## config.mk

```make
export PLATFORM = sky130hd
export DESIGN_NAME = polar_to_dec_fsm
export DESIGN_NICKNAME = d
export VERILOG_FILES = /design/src/rtl/polar_to_dec_fsm.sv
export SDC_FILE = /design/constraint.sdc
export NUM_CORES = 2
export LEC_CHECK = 0
export CORE_MARGIN = 5
export CORE_UTILIZATION = 65
export DETAILED_ROUTE_END_ITERATION = 8
export PLACE_DENSITY = 0.86
export SYNTH_ARGS = -nofsm -noshare
export SYNTH_HDL_FRONTEND = slang
export SYNTH_SLANG_ARGS = --single-unit
```

## constraint.sdc

```tcl
create_clock -name clk -period 8.38 [get_ports clk]
set_input_delay 1.676 -clock clk [delete_from_list [all_inputs] [get_ports clk]]
set_output_delay 1.676 -clock clk [all_outputs]
set_load 0.02 [all_outputs]
```

## src/rtl/polar_to_dec_fsm.sv

```systemverilog
// polar_to_dec_fsm: iterative rotation-mode CORDIC that turns (magnitude, phase in degrees)
// into gain-compensated Cartesian (x, y). One conversion at a time.
// Phase format: signed 1/9/22 fixed point degrees (90 deg = 32'h1680_0000).
module polar_to_dec_fsm #(
    parameter int WIDTH   = 32,
    parameter int NSTAGES = 16
) (
    input  logic                    clk,
    input  logic                    rst,
    input  logic                    i_vld,
    input  logic signed [WIDTH-1:0] i_mag,
    input  logic signed [31:0]      i_phase,
    output logic                    ready,
    output logic                    o_vld,
    output logic signed [WIDTH-1:0] o_x,
    output logic signed [WIDTH-1:0] o_y
);

    // Two guard bits hold the CORDIC gain (~1.6468) without overflow.
    localparam int XW = WIDTH + 2;
    localparam int CW = $clog2(NSTAGES + 1);
    localparam int PW = XW + 16;

    localparam logic signed [31:0] DEG90   = 32'sh1680_0000;
    localparam logic signed [31:0] NEG90   = 32'shE980_0000;
    localparam logic signed [31:0] DEG180  = 32'sh2D00_0000;
    localparam logic signed [31:0] NEG180  = 32'shD300_0000;
    localparam logic signed [31:0] DEG360  = 32'sh5A00_0000;
    // 1/K in Q1.15 (0.607253).
    localparam logic signed [15:0] SCALE_K = 16'sd19898;

    localparam logic signed [PW-1:0] SAT_MAX = {{(PW-WIDTH+1){1'b0}}, {(WIDTH-1){1'b1}}};
    localparam logic signed [PW-1:0] SAT_MIN = {{(PW-WIDTH+1){1'b1}}, {(WIDTH-1){1'b0}}};

    typedef enum logic [1:0] {
        IDLE   = 2'd0,
        BUSY   = 2'd1,
        SCALE  = 2'd2,
        OUTPUT = 2'd3
    } state_t;

    state_t                 state_q;
    logic [CW-1:0]          cnt_q;
    logic signed [XW-1:0]   x_q;
    logic signed [XW-1:0]   y_q;
    logic signed [31:0]     z_q;

    logic signed [XW-1:0]   mag_ext_d;
    logic signed [31:0]     z_norm_d;
    logic signed [XW-1:0]   x_pre_d;
    logic signed [XW-1:0]   y_pre_d;
    logic signed [31:0]     z_pre_d;

    logic signed [XW-1:0]   x_sh_d;
    logic signed [XW-1:0]   y_sh_d;
    logic signed [31:0]     atan_d;
    logic signed [XW-1:0]   x_nx_d;
    logic signed [XW-1:0]   y_nx_d;
    logic signed [31:0]     z_nx_d;

    logic signed [PW-1:0]   prod_x_d;
    logic signed [PW-1:0]   prod_y_d;
    logic signed [WIDTH-1:0] x_sat_d;
    logic signed [WIDTH-1:0] y_sat_d;

    // atan(2^-i) in 1/9/22 degrees, truncated.
    function automatic logic signed [31:0] atan_tab(input int idx);
        logic signed [31:0] v;
        case (idx)
            32'sd0:  v = 32'sh0B40_0000;
            32'sd1:  v = 32'sh06A4_29CC;
            32'sd2:  v = 32'sh0382_51D0;
            32'sd3:  v = 32'sh01C8_0044;
            32'sd4:  v = 32'sh00E4_E2A9;
            32'sd5:  v = 32'sh0072_8DE5;
            32'sd6:  v = 32'sh0039_4A86;
            32'sd7:  v = 32'sh001C_A5B5;
            32'sd8:  v = 32'sh000E_52E9;
            32'sd9:  v = 32'sh0007_2976;
            32'sd10: v = 32'sh0003_94BB;
            32'sd11: v = 32'sh0001_CA5D;
            32'sd12: v = 32'sh0000_E52E;
            32'sd13: v = 32'sh0000_7297;
            32'sd14: v = 32'sh0000_394B;
            32'sd15: v = 32'sh0000_1CA5;
            32'sd16: v = 32'sh0000_0E52;
            32'sd17: v = 32'sh0000_0729;
            default: v = 32'sh0000_0000;
        endcase
        return v;
    endfunction

    // Clamp a scaled product into the WIDTH-bit signed output range.
    function automatic logic signed [WIDTH-1:0] sat(input logic signed [PW-1:0] v);
        logic signed [PW-1:0] r;
        if (v > SAT_MAX) begin
            r = SAT_MAX;
        end else if (v < SAT_MIN) begin
            r = SAT_MIN;
        end else begin
            r = v;
        end
        return r[WIDTH-1:0];
    endfunction

    assign ready = (state_q == IDLE) | (state_q == OUTPUT);

    // Accept-cycle phase wrap into [-180,180) and quadrant pre-rotation to |z| <= 90.
    always_comb begin
        mag_ext_d = {{2{i_mag[WIDTH-1]}}, i_mag};
        z_norm_d  = i_phase;
        if (i_phase >= DEG180) begin
            z_norm_d = i_phase - DEG360;
        end else if (i_phase < NEG180) begin
            z_norm_d = i_phase + DEG360;
        end else begin
            z_norm_d = i_phase;
        end

        x_pre_d = mag_ext_d;
        y_pre_d = {XW{1'b0}};
        z_pre_d = z_norm_d;
        if (z_norm_d > DEG90) begin
            x_pre_d = {XW{1'b0}};
            y_pre_d = mag_ext_d;
            z_pre_d = z_norm_d - DEG90;
        end else if (z_norm_d < NEG90) begin
            x_pre_d = {XW{1'b0}};
            y_pre_d = -mag_ext_d;
            z_pre_d = z_norm_d + DEG90;
        end else begin
            x_pre_d = mag_ext_d;
            y_pre_d = {XW{1'b0}};
            z_pre_d = z_norm_d;
        end
    end

    // One CORDIC micro-rotation, direction chosen by the sign of the residual angle.
    always_comb begin
        x_sh_d = x_q >>> cnt_q;
        y_sh_d = y_q >>> cnt_q;
        atan_d = atan_tab(int'(cnt_q));
        if (!z_q[31]) begin
            x_nx_d = x_q - y_sh_d;
            y_nx_d = y_q + x_sh_d;
            z_nx_d = z_q - atan_d;
        end else begin
            x_nx_d = x_q + y_sh_d;
            y_nx_d = y_q - x_sh_d;
            z_nx_d = z_q + atan_d;
        end
    end

    // Gain compensation: multiply by 1/K in Q1.15, truncate, saturate.
    always_comb begin
        prod_x_d = PW'(x_q) * PW'(SCALE_K);
        prod_y_d = PW'(y_q) * PW'(SCALE_K);
        x_sat_d  = sat(prod_x_d >>> 5'd15);
        y_sat_d  = sat(prod_y_d >>> 5'd15);
    end

    // Control FSM with datapath registers and registered outputs.
    always_ff @(posedge clk or posedge rst) begin
        if (rst) begin
            state_q <= IDLE;
            cnt_q   <= {CW{1'b0}};
            x_q     <= {XW{1'b0}};
            y_q     <= {XW{1'b0}};
            z_q     <= 32'sh0000_0000;
            o_vld   <= 1'b0;
            o_x     <= {WIDTH{1'b0}};
            o_y     <= {WIDTH{1'b0}};
        end else begin
            case (state_q)
                IDLE: begin
                    cnt_q <= {CW{1'b0}};
                    o_vld <= 1'b0;
                    if (i_vld) begin
                        x_q     <= x_pre_d;
                        y_q     <= y_pre_d;
                        z_q     <= z_pre_d;
                        state_q <= BUSY;
                    end else begin
                        state_q <= IDLE;
                    end
                end
                BUSY: begin
                    o_vld <= 1'b0;
                    x_q   <= x_nx_d;
                    y_q   <= y_nx_d;
                    z_q   <= z_nx_d;
                    if (cnt_q == CW'(NSTAGES - 1)) begin
                        cnt_q   <= {CW{1'b0}};
                        state_q <= SCALE;
                    end else begin
                        cnt_q   <= cnt_q + CW'(1);
                        state_q <= BUSY;
                    end
                end
                SCALE: begin
                    cnt_q   <= {CW{1'b0}};
                    o_x     <= x_sat_d;
                    o_y     <= y_sat_d;
                    o_vld   <= 1'b1;
                    state_q <= OUTPUT;
                end
                OUTPUT: begin
                    cnt_q <= {CW{1'b0}};
                    o_vld <= 1'b0;
                    if (i_vld) begin
                        x_q     <= x_pre_d;
                        y_q     <= y_pre_d;
                        z_q     <= z_pre_d;
                        state_q <= BUSY;
                    end else begin
                        state_q <= IDLE;
                    end
                end
                default: begin
                    cnt_q   <= {CW{1'b0}};
                    o_vld   <= 1'b0;
                    state_q <= IDLE;
                end
            endcase
        end
    end

endmodule
```

==> PnR_summary.wiki <==
{| class="wikitable"
! Metric !! Value
|-
| Area inside the core boundary || 60020 µm²
|-
| Share of the synthesized area in the top cell type || 23.59%
|-
| Insertion delay to the later sink of the worst-skew pair || 530 ps
|-
| Via-to-Cell Ratio || 6.522
|-
| Number of global-route vias before repair || 34825
|-
| Max Clock Freq || 126.0 MHz
|-
| Type of origin of the critical path || flop
|-
| Post-cts repair resize count || 0
|-
| Buffers inserted by post-CTS timing repair || 0
|-
| Number of CTS-inserted buffers || 17
|-
| WHS Path Cells || 2
|-
| Synthesis-stage register bit count || 172
|-
| Final Hold Violating Endpoints || 0
|-
| Area of the die || 65330 µm²
|-
| Arrival @ worst endpoint || 8390 ps
|-
| Initial Util || 65.32%
|-
| Ratio of cells with drive above 1 in the final layout || 5.774%
|-
| Final antenna-violating net count || 0
|-
| Count of input and output buffers || 132
|-
| Clock transition time at the flip-flop clock pins of the worst setup and hold paths || 80 ps
|-
| R2r worst-path depth || 22
|-
| Nature of the critical path endpoint || flop
|-
| Final-layout setup total negative slack || 0 ps
|-
| Measured slew at the worst slew-check pin || 1129 ps
|-
| Root Buffer Master || clkbuf_16
|-
| Std-Cell Rows || 90
|-
| Average routed wire per standard cell || 22.97 µm
|-
| Sinks on the clock net || 172
|-
| Fill cell instance count of the final layout || 4608
|-
| WL met1 || 45750 µm
|-
| Cell type with the largest total area after synthesis || fa_1
|-
| Worst Hold Class || reg2reg
|-
| Critical setup path kind || reg2reg
|-
| Final clock skew || 19.42 ps
|-
| Delay of the slowest cell on the worst path || 730 ps
|-
| Critical path buffer and inverter count || 4
|-
| Average size of a mapped cell || 8.688 µm²
|-
| Die span in y || 255.6 µm
|-
| Clock Tree Buf Depth || 2
|-
| Async S/R FF share, synth || 100.0%
|-
| Met3 wire length || 15300 µm
|-
| Top post-synthesis cells by area || fa_1 24%, ha_1 15%, dfrtp_1 11%
|-
| Max H-tree Level || 4
|-
| Floorplan die width || 255.6 µm
|-
| Cell area after synthesis || 39210 µm²
|-
| Detailed-router iteration count before antenna repair || 9
|-
| DPL Wire Length || 98450 µm
|-
| Net count, final || 5550
|-
| Count of vias placed by the detailed router || 34969
|-
| Primary flip-flop cell chosen by synthesis mapping || dfrtp_1
|-
| Cell count along the critical path || 22
|-
| Pin count of the biggest net entering global routing || 109
|-
| Count of final setup violators || 0
|-
| Met2 routed WL || 53380 µm
|-
| Number of max-cap violations || 0
|-
| Unrepaired setup endpoints after global routing || no
|-
| Run status || finished clean
|-
| Max-slew violation count || 0
|-
| WP data required || 8840 ps
|-
| Cell repeated most along the worst path || fa_1
|-
| GRT Total Usage || 37.18%
|-
| Sum of routed wire length over all layers || 123200 µm
|-
| Seq/Total Area, Yosys || 10.98%
|-
| DRC violation count after routing || 0
|-
| Post-route fraction of the period consumed by the critical path || 94.73%
|-
| Maximum net fanout on the critical path || 16
|-
| Antenna violations before repair || 9
|-
| Synthesized netlist cell count || 4513
|-
| Critical path's slowest cell || o311ai_4
|-
| Number of distinct library cells after synthesis || 93
|-
| Shortest period the worst path allows || 7939 ps
|-
| Number of top-level design ports || 133
|-
| EDFF count, synth || 0
|-
| Global route overflow || 0
|-
| Uppermost layer routed || met5
|-
| Critical-path cell list || ha_1 > inv_1 > fa_1 > inv_1 > fa_1 > fa_1 > fa_1 > inv_1 > fa_1 > inv_1 > ha_1 > a21oi_1 > o21ai_0 > a22oi_1 > a21oi_1 > nor3_1 > a31oi_1 > a221o_1 > a21oi_1 > nor2_1 > o311ai_4 > o221a_2
|-
| Wire length of the first global-routing pass || 194300 µm
|-
| Clock tree from TritonCTS || done
|-
| Kind of cell adding the most delay to the critical path || adder cells
|-
| Area growth syn-to-layout || 7.021%
|-
| Violation count after the first detailed-routing iteration || 4328
|-
| Max transition margin || 24.71%
|-
| Placer Congestion || 1.108
|-
| Number of hold-repair buffers added at the cts stage || 0
|-
| Yosys Warn Count || 0
|-
| Synthesized netlist net count || 5504
|}
[worst paths after layout]
check                      endpoint  slack (ps)  startpoint
min in group asynchronous   y_q[27]        1730         rst
hold / removal               z_q[0]         500      z_q[0]
hold reg to reg              z_q[0]         500      z_q[0]
max in group asynchronous    o_y[3]        5300         rst
setup / recovery             o_y[3]         440     y_q[12]
setup reg to reg             o_y[3]         440     y_q[12]
[metrics by stage]
| stage | utilization (%) | setup WS (ps) | hold slack, ps | std cells | area [µm²] |
|---|---|---|---|---|---|
| 3_5_place_dp | 68.86 | 288.2 | 485.4 | 5321 | 41330 |
| 2_1_floorplan | - | 1570 | 445.3 | 4513 | 39210 |
| 3_3_place_gp | 68.86 | 543.9 | 473.5 | 5321 | 41330 |
| 5_1_grt | 69.88 | 41.64 | 540.4 | 5355 | 41940 |
| 6_report | 69.91 | 441.5 | 498.2 | 5362 | 41960 |
| 4_1_cts | 69.83 | 259.2 | 504.3 | 5353 | 41910 |
[registers in the layout, summed over array words and instances, names as in the netlist]
name,flops
cnt_q,5
o_vld,1
o_x,32
o_y,32
state_q,2
x_q,34
y_q,34
z_q,32
[cell usage after synthesis, drive strengths merged (21+ instances only)]
library cell / count
a211oi: 32
a21o: 76
a21oi: 316
a22oi: 32
a31oi: 75
and2: 25
and3: 39
buf: 48
clkbuf: 124
dfrtp: 172
fa: 462
ha: 462
inv: 867
mux2i: 65
mux4: 66
nand2: 284
nand2b: 26
nand3: 52
nand4: 24
nor2: 299
nor2b: 35
nor3: 49
o211ai: 26
o21a: 42
o21ai: 177
o21bai: 21
o221a: 33
o221ai: 29
o22ai: 25
xnor2: 171
xor2: 108
[worst register-to-register path: stages, from the launching register on]
cell and delay (ps):
dfrtp_1 540, ha_1 380, inv_1 90, fa_1 560, inv_1 60, fa_1 530
fa_1 460, fa_1 550, inv_1 50, fa_1 520, inv_1 40, ha_1 370
a21oi_1 220, o21ai_0 140, a22oi_1 350, a21oi_1 150, nor3_1 560, a31oi_1 280
a221o_1 490, a21oi_1 250, nor2_1 210, o311ai_4 730, o221a_2 350
[cells by family after synthesis]
kind of cell | Yosys count | share of synthesized area, %
muxes | 146 | 5.881
adders and majority gates | 925 | 38.36
DFF | 172 | 10.98
and+or+nand+nor | 920 | 10.96
buffers and inverters | 1040 | 10.26
xor gates and xnor gates | 279 | 6.252
AOI/OAI and AO/OA | 1031 | 17.31
[final cells by class]
class	instances	area, µm²	area share [%]
Sequential cell	172	4317	10.29
Multi-Input combinational cell	3302	30970	73.80
Antenna cell	8	20.02	0.04771
Tap cell	782	978.4	2.332
Inverter	868	3266	7.783
Clock buffer	25	505.5	1.205
Timing Repair Buffer	198	1829	4.359
Clock inverter	7	78.83	0.1879
[routing by layer]
layer	up-vias	track usage [%]
met1	16894	47.55
met4	10	20.66
met3	585	12.01
met2	2131	56.22
met5	-	0
li1	15349	-
[cell usage in the layout, fill, tap and decap left out, types with 132 or more instances in the layout]
| master | n |
|---|---|
| inv_1 | 863 |
| ha_1 | 461 |
| nand2_1 | 283 |
| o21ai_0 | 174 |
| nor2_1 | 296 |
| dfrtp_1 | 166 |
| clkdlybuf4s50_1 | 132 |
| xnor2_1 | 170 |
| a21oi_1 | 316 |
| fa_1 | 462 |
Power is left out: the tool's default activity adds up to more than one toggle a clock period on the data nets, which glitch-free logic cannot reach.
